<file path="src/rtl/cla8_seq_ctrl.sv">
// Byte-serial wide add/subtract controller. Operands pass LSB byte first through
// one shared 8-bit carry-lookahead adder, with the carry chained through a register.

module cla8 (
  input  logic [7:0] a_i,
  input  logic [7:0] b_i,
  input  logic       ci_i,
  output logic [7:0] s_o,
  output logic       co_o
);

  logic [7:0] g;
  logic [7:0] p;
  logic [8:0] c;
  logic       acc;
  logic       pp;

  // Each carry is expanded fully from generate/propagate terms and ci,
  // so no carry depends on a lower computed carry.
  always_comb begin
    g    = a_i & b_i;
    p    = a_i ^ b_i;
    c    = '0;
    c[0] = ci_i;
    acc  = 1'b0;
    pp   = 1'b0;
    for (int unsigned i = 0; i < 8; i++) begin
      acc = g[i];
      pp  = p[i];
      for (int unsigned k = 0; k < i; k++) begin
        acc = acc | (pp & g[i-1-k]);
        pp  = pp & p[i-1-k];
      end
      c[i+1] = acc | (pp & ci_i);
    end
  end

  assign s_o  = p ^ c[7:0];
  assign co_o = c[8];

endmodule

module cla8_seq_ctrl #(
  parameter int unsigned NBYTES = 4
) (
  input  logic                  clk,
  input  logic                  reset,
  input  logic                  start,
  input  logic                  op_sub,
  input  logic [8*NBYTES-1:0]   a,
  input  logic [8*NBYTES-1:0]   b,
  output logic                  busy,
  output logic                  done,
  output logic [8*NBYTES-1:0]   result,
  output logic                  co,
  output logic                  ovf
);

  localparam int unsigned W    = 8 * NBYTES;
  localparam int unsigned IDXW = $clog2(NBYTES);

  typedef enum logic [1:0] {
    S_IDLE,
    S_RUN,
    S_DONE
  } state_t;

  state_t          state_q, state_d;
  logic [IDXW-1:0] idx_q, idx_d;
  logic            carry_q, carry_d;
  logic [W-1:0]    a_q, a_d;
  logic [W-1:0]    b_q, b_d;
  logic [W-1:0]    result_q, result_d;
  logic            co_q, co_d;
  logic            ovf_q, ovf_d;

  logic [7:0]      a_byte;
  logic [7:0]      b_byte;
  logic [7:0]      add_s;
  logic            add_co;
  logic            last;

  cla8 u_cla8 (
    .a_i  (a_byte),
    .b_i  (b_byte),
    .ci_i (carry_q),
    .s_o  (add_s),
    .co_o (add_co)
  );

  assign last = (idx_q == IDXW'(NBYTES - 1));

  always_comb begin
    a_byte = '0;
    b_byte = '0;
    for (int unsigned k = 0; k < NBYTES; k++) begin
      if (idx_q == IDXW'(k)) begin
        a_byte = a_q[8*k +: 8];
        b_byte = b_q[8*k +: 8];
      end
    end
  end

  always_comb begin
    state_d  = state_q;
    idx_d    = idx_q;
    carry_d  = carry_q;
    a_d      = a_q;
    b_d      = b_q;
    result_d = result_q;
    co_d     = co_q;
    ovf_d    = ovf_q;
    case (state_q)
      S_IDLE: begin
        if (start) begin
          state_d  = S_RUN;
          a_d      = a;
          // Subtraction is a + ~b + 1: invert B once here, seed carry with 1.
          b_d      = op_sub ? ~b : b;
          carry_d  = op_sub;
          idx_d    = '0;
          result_d = '0;
          co_d     = 1'b0;
          ovf_d    = 1'b0;
        end
      end
      S_RUN: begin
        for (int unsigned k = 0; k < NBYTES; k++) begin
          if (idx_q == IDXW'(k)) begin
            result_d[8*k +: 8] = add_s;
          end
        end
        carry_d = add_co;
        if (last) begin
          state_d = S_DONE;
          idx_d   = '0;
          co_d    = add_co;
          ovf_d   = (a_q[W-1] == b_q[W-1]) & (add_s[7] != a_q[W-1]);
        end else begin
          idx_d = idx_q + IDXW'(1);
        end
      end
      S_DONE: begin
        state_d = S_IDLE;
      end
      default: begin
        state_d = S_IDLE;
      end
    endcase
  end

  always_ff @(posedge clk) begin
    if (reset) begin
      state_q  <= S_IDLE;
      idx_q    <= '0;
      carry_q  <= 1'b0;
      a_q      <= '0;
      b_q      <= '0;
      result_q <= '0;
      co_q     <= 1'b0;
      ovf_q    <= 1'b0;
    end else begin
      state_q  <= state_d;
      idx_q    <= idx_d;
      carry_q  <= carry_d;
      a_q      <= a_d;
      b_q      <= b_d;
      result_q <= result_d;
      co_q     <= co_d;
      ovf_q    <= ovf_d;
    end
  end

  assign busy   = (state_q != S_IDLE);
  assign done   = (state_q == S_DONE);
  assign result = result_q;
  assign co     = co_q;
  assign ovf    = ovf_q;

endmodule

</file>
<file path="config.mk">
export PLATFORM = sky130hd
export DESIGN_NAME = cla8_seq_ctrl
export DESIGN_NICKNAME = d
export VERILOG_FILES = /design/src/rtl/cla8_seq_ctrl.sv
export SDC_FILE = /design/constraint.sdc
export NUM_CORES = 1
export LEC_CHECK = 0
export CORE_ASPECT_RATIO = 2
export CORE_UTILIZATION = 55
export DETAILED_ROUTE_END_ITERATION = 10
export PLACE_DENSITY_LB_ADDON = 0.3
export SETUP_SLACK_MARGIN = 0.15
export SYNTH_ARGS = -nofsm -noshare
export SYNTH_HDL_FRONTEND = slang
export SYNTH_SLANG_ARGS = --single-unit
</file>
<file path="constraint.sdc">
create_clock -name clk -period 8.4 [get_ports clk]
set_clock_uncertainty 0.15 [all_clocks]
set_input_delay 1.26 -clock clk [delete_from_list [all_inputs] [get_ports clk]]
set_output_delay 1.26 -clock clk [all_outputs]
set_load 0.005 [all_outputs]
</file>
Yosys cells after proc, flatten, opt, wreduce, memory -nomap -nowiden
Index checks and enable logic that the tools add are counted.
{ "classes": {"add_sub_neg": 1, "eq_ne": 12, "n_mux": 28, "bitwise_logic": 105, "reduce_logical": 11} }
{ "ops": {"columns": ["cell", "count"], "rows": [
  ["2-to-1 mux 8 bit", 12],
  ["AND 1 bit", 65],
  ["2-to-1 mux 32 bit", 2],
  ["case mux 32 bit (2 select lines)", 1],
  ["OR 1 bit", 36],
  ["NOT 32 bit", 1],
  ["XOR 8 bit", 2],
  ["AND reduction 3 bit", 4],
  ["!= test 2 bit, second input constant", 5],
  ["AND 8 bit", 1],
  ["2-to-1 mux 2 bit", 4],
  ["case mux 2 bit (2 select lines)", 2],
  ["== test 2 bit, second input constant", 3],
  ["case mux 1 bit (2 select lines)", 3],
  ["AND reduction 2 bit", 3],
  ["== test 2 x 1 -> 1 bit, second input constant", 2],
  ["zero test 2 bit", 2],
  ["2-to-1 mux 1 bit", 4],
  ["nonzero test 2 bit", 2],
  ["adder 2 x 1 -> 2 bit, second input constant", 1],
  ["== test 1 bit", 1],
  ["!= test 1 bit", 1]
]} }
{ "word_totals": {"regBits": 103, "out_inout_bits": 36, "word_cells": 168} }

Depth between registers and ports, before layout
{ "logic_depth": {"depth_word": 19, "mapped_depth": 14, "mapped_depth_nobuf": 13} }

Modules after synthesis
From an unflattened synthesis, not the netlist that was laid out.
{ "hier_totals": {"hier_cells": 610, "hier_area_um2": 4952.2} }
{ "modules_own_cells": {"columns": ["mod", "n_inst", "cells_per_inst", "area_per_inst_um2", "seq_area_each_um2"], "rows": [
  ["cla8_seq_ctrl", 1, 569, 4619.4, 2062.0],
  ["cla8", 1, 41, 332.8, 0.0]
]} }

Worst setup path before layout
OpenSTA, ideal clock, no wires.
{ "synth_path": {"path_kind": "register to register", "start": "register idx_q[0]", "end": "register carry_q", "setup_ns": 0.134, "arrival_ns": 2.694, "t_required_ns": 8.116, "setup_slack_ns": 5.422, "path_stages_with_launch": 15, "period_less_slack_ns": 2.978, "path_cell_list": "dfxtp_1 -> inv_1 -> ha_1 -> buf_2 -> clkbuf_1 -> nand3b_1 -> a21oi_1 -> a21oi_1 -> o21ai_0 -> ha_1 -> and3_4 -> a22o_1 -> a211oi_4 -> a21o_1 -> a31oi_1"} }
{ "synth_via": {"elab_chain_cells": 16, "word_cells_on_any_way": 38, "classes_between": "3 x eq/ne; 9 x mux; 25 x bitwise; 1 x reduce/logical"} }
{ "synth_rtl": {"columns": ["element", "line", "rtl"], "rows": [
  ["start, declared", "69", "logic [IDXW-1:0] idx_q, idx_d;"],
  ["start signal, assigned", "164", "idx_q <= idx_d;"],
  ["zero test 2 bit", "97", "if (idx_q == IDXW'(k)) begin"],
  ["2-to-1 mux 8 bit (4 in series)", "97", null],
  ["XOR 8 bit / AND 8 bit (equally long branches)", "22, 21", null],
  ["AND 1 bit (on tied branches)", "31, 32", null],
  ["OR 1 bit, or another cell as far along (6 in series)", "31", "acc = acc | (pp & g[i-1-k]);"],
  ["OR 1 bit / AND 1 bit (equally long branches)", "31, 34", null],
  ["OR 1 bit *", "34", "c[i+1] = acc | (pp & ci_i);"],
  ["case mux 1 bit (2 select lines) *", "113", "case (state_q)"],
  ["end signal, assigned", "165", "carry_q <= carry_d;"],
  ["end, declared", "70", "logic carry_q, carry_d;"]
]} }
Mark *: on every way between the ends. The rest lies on a longest branch, timed or not.
A chain may end at the register's enable or synchronous reset.

Worst setup path after layout
{ "layout_path": {"start": "register idx_q[1]", "end": "register carry_q"} }
Same word-level chain as after synthesis.

==> metrics.md <==
| Metric | Value |
|---|---|
| Crit path launch type | flop |
| Worst slew pin tran | 1.14 ns |
| Crit path max fanout | 34 |
| Headroom to the max-slew limit | 0.242 |
| Power Density | 190 nW/um^2 |
| Seq/Total Area, Yosys | 0.414 |
| Bufs on Longest Clock Path | 2 |
| Final core occ | 0.715 |
| Clock root cell | clkbuf_16 |
| CTS Buf Count | 9 |
| CTS resizes | 0 |
| Final nets | 768 |
| Synth top area cells | dfxtp_1 41%, nand2_1 9.1%, a21oi_1 8.8% |
| Worst vdd ir | 0.000125 V |
| Share of the synthesized area in the top cell type | 0.414 |
| Final setup viols | 0 |
| Htree depth | 3 |
| Die area | 9470 um^2 |
| Net Count, Synth | 700 |
| Via/cell ratio | 5.73 |
| Largest net degree at the start of global routing | 106 |
| CTS tree | done |
| Setup Fix Bufs, Post-CTS | 0 |
| Mapped Avg Cell Area | 8.05 um^2 |
| Leakage | 0.00225 uW |
| Yosys warns | 0 |
| Slowest stage delay, CP | 0.80 ns |
| DRC Markers | 0 |
| Die Height | 137 um |
| Final instance area | 6230 um^2 |
| Worst EP required | 8.43 ns |
| WL final | 12500 um |
| GRT overflow | 0 |
| Synthesized instance count | 619 |
| CTS Hold Buffers Added | 0 |
| Critical-path cell list | inv_1, ha_1, nand3b_1, a21oi_1, a21oi_1, o21ai_0, ha_1, and3_4, a22o_1, a211oi_4, a21o_1, a31oi_1 |
| Post-detail-place hpwl | 9110 um |
| Wire per inst | 15.8 um |
| Clock period minus worst slack | 3.86 ns |
| Post-Synthesis Cell Area | 4980 um^2 |
| Yosys top cell by area | dfxtp_1 |
| I/O pin cnt | 104 |
| Crit path from | idx_q[1] |
| Num rows | 48 |
| Worst setup EP type | flop |
| Cell family with most CP delay | compound AO/OA/AOI/OAI gates |
| Fmax achieved | 0.259 GHz |
| Number of synthesized flops with an enable pin | 0 |
| RSZ-0062 raised after global routing | false |
| Max-slew violations | 0 |
| Post-place instance area | 5920 um^2 |
| CTS Sinks | 103 |
| Worst min-delay path category | flop to flop |
| Post-synth top cells | 121 x nand2_1, 103 x dfxtp_1, 88 x a21oi_1 |
| Yosys cell types | 45 |
| Fin Setup TNS | 0 ns |
| Critical path type | flop to flop |
| Share of layout cells above drive strength 1 | 0.0462 |
| Ys async rst share | 0 |
| Die W | 69.3 um |
| DR iter-0 viols | 243 |
| Top FF cell, synth | dfxtp_1 |
| Final hold vios | 0 |
| Global-route wire length before repair | 20300 um |
| Antenna violations before repair | 0 |
| GP Congestion | 0.882 |
| Worst Path Buf+Inv | 1 |
| Worst EP arrival | 3.89 ns |
| Worst skew pair latency | 0.35 ns |
| Antenna diodes | 0 |
| Vias after detailed routing | 4538 |
| Worst-path clk slew | 0.07 ns |
| R2R Path Start | idx_q[1] |
| Starting density of the core | 0.572 |
| Vias in the first global route | 4381 |
| Layout area overhead | 25.0% |
| MaxCap Viol Count | 0 |
| Tot GR Track Use | 0.275 |
| Worst path slowest cell | ha_1 |
| Final period util | 0.460 |
| Core Footprint | 8710 um^2 |
| I/O Buffers | 103 |
| Hold_sp | result[28] |
| Status | finished clean |
| Drt pass-1 iters | 7 |
| Antenna Nets Post-Route | 0 |
| Synthesis-stage register bit count | 103 |
| Count leader, synth | nand2_1 |
-- layout by cell type, fill, tap and decap left out, types with 4 or more instances in the layout --
cell and count:
a22oi_1 8, nand4_1 4, nand3_1 13, nand3b_1 26
clkbuf_16 9, a21oi_1 88, inv_1 6, a21o_1 10
o21ai_0 22, a211oi_1 35, nand2b_1 5, clkdlybuf4s50_1 101
dfxtp_1 103, nand2_1 121, nor2_1 53, xnor2_1 34
ha_1 12
-- final cells by class --
class	count	area, um^2
Clock buffer	12	256
Multi-Input combinational cell	462	2670
Timing Repair Buffer	105	1040
Inverter	6	22.5
Tap cell	100	125
Fill cell	712	2480
Sequential cell	103	2060
Clock inverter	4	52.6
-- kinds of logic (layout without fill, tap and decap cells) --
family	Yosys count	count (layout)	synth area share
AND/OR/NAND/NOR	238	238	0.222
AO/OA/AOI/OAI	175	175	0.217
flip-flops	103	103	0.414
buffers and inverters	54	127	0.0497
XOR/XNOR	36	36	0.0633
adder cells (fa/ha/maj)	13	13	0.0341
-- state kept, by name, summed over array words and instances, names as in the netlist --
name	cells
a_q	32
b_q	32
result	32
idx_q	2
state_q	2
carry_q	1
co	1
ovf	1
-- metal layers --
metal,GRT usage,vias up,share of wire
li1,-,2264,-
met1,0.269,2057,0.35
met2,0.515,163,0.55
met3,0.0442,54,0.040
met4,0.195,0,0.066
met5,0,-,0
-- where the power goes --
group | total [uW] | leakage (uW) | switching (uW) | internal (uW)
clock | 424 | 0.000153 | 176 | 248
combinational | 222 | 0.00125 | 121 | 101
sequential | 540 | 0.000844 | 20.3 | 520
-- metrics by stage --
stage               setup slack (ns)  hold slack, ns  total power (uW)  cells
floorplan                       5.42           0.286               690    619
global placement                4.69           0.293               763    776
detailed placement              4.64           0.296               770    776
CTS                             4.57           0.305              1190    792
global route                    4.32           0.317              1240    792
finish                          4.54           0.304              1190    792
-- worst register-to-register path, stage by stage (launching register included) --
cell and delay [ns]:
dfxtp_1 0.34, inv_1 0.09, ha_1 0.80, nand3b_1 0.22, a21oi_1 0.08, a21oi_1 0.24, o21ai_0 0.13, ha_1 0.43
and3_4 0.21, a22o_1 0.28, a211oi_4 0.41, a21o_1 0.22, a31oi_1 0.08
-- final timing paths --
kind,slack (ns),endpoint,cells past startpoint
worst max-delay path,4.54,carry_q,12
worst max register to register,4.54,carry_q,12
worst min-delay path,0.30,result[28],2
worst min register to register,0.30,result[28],2
(Power assumes the default switching activity.)
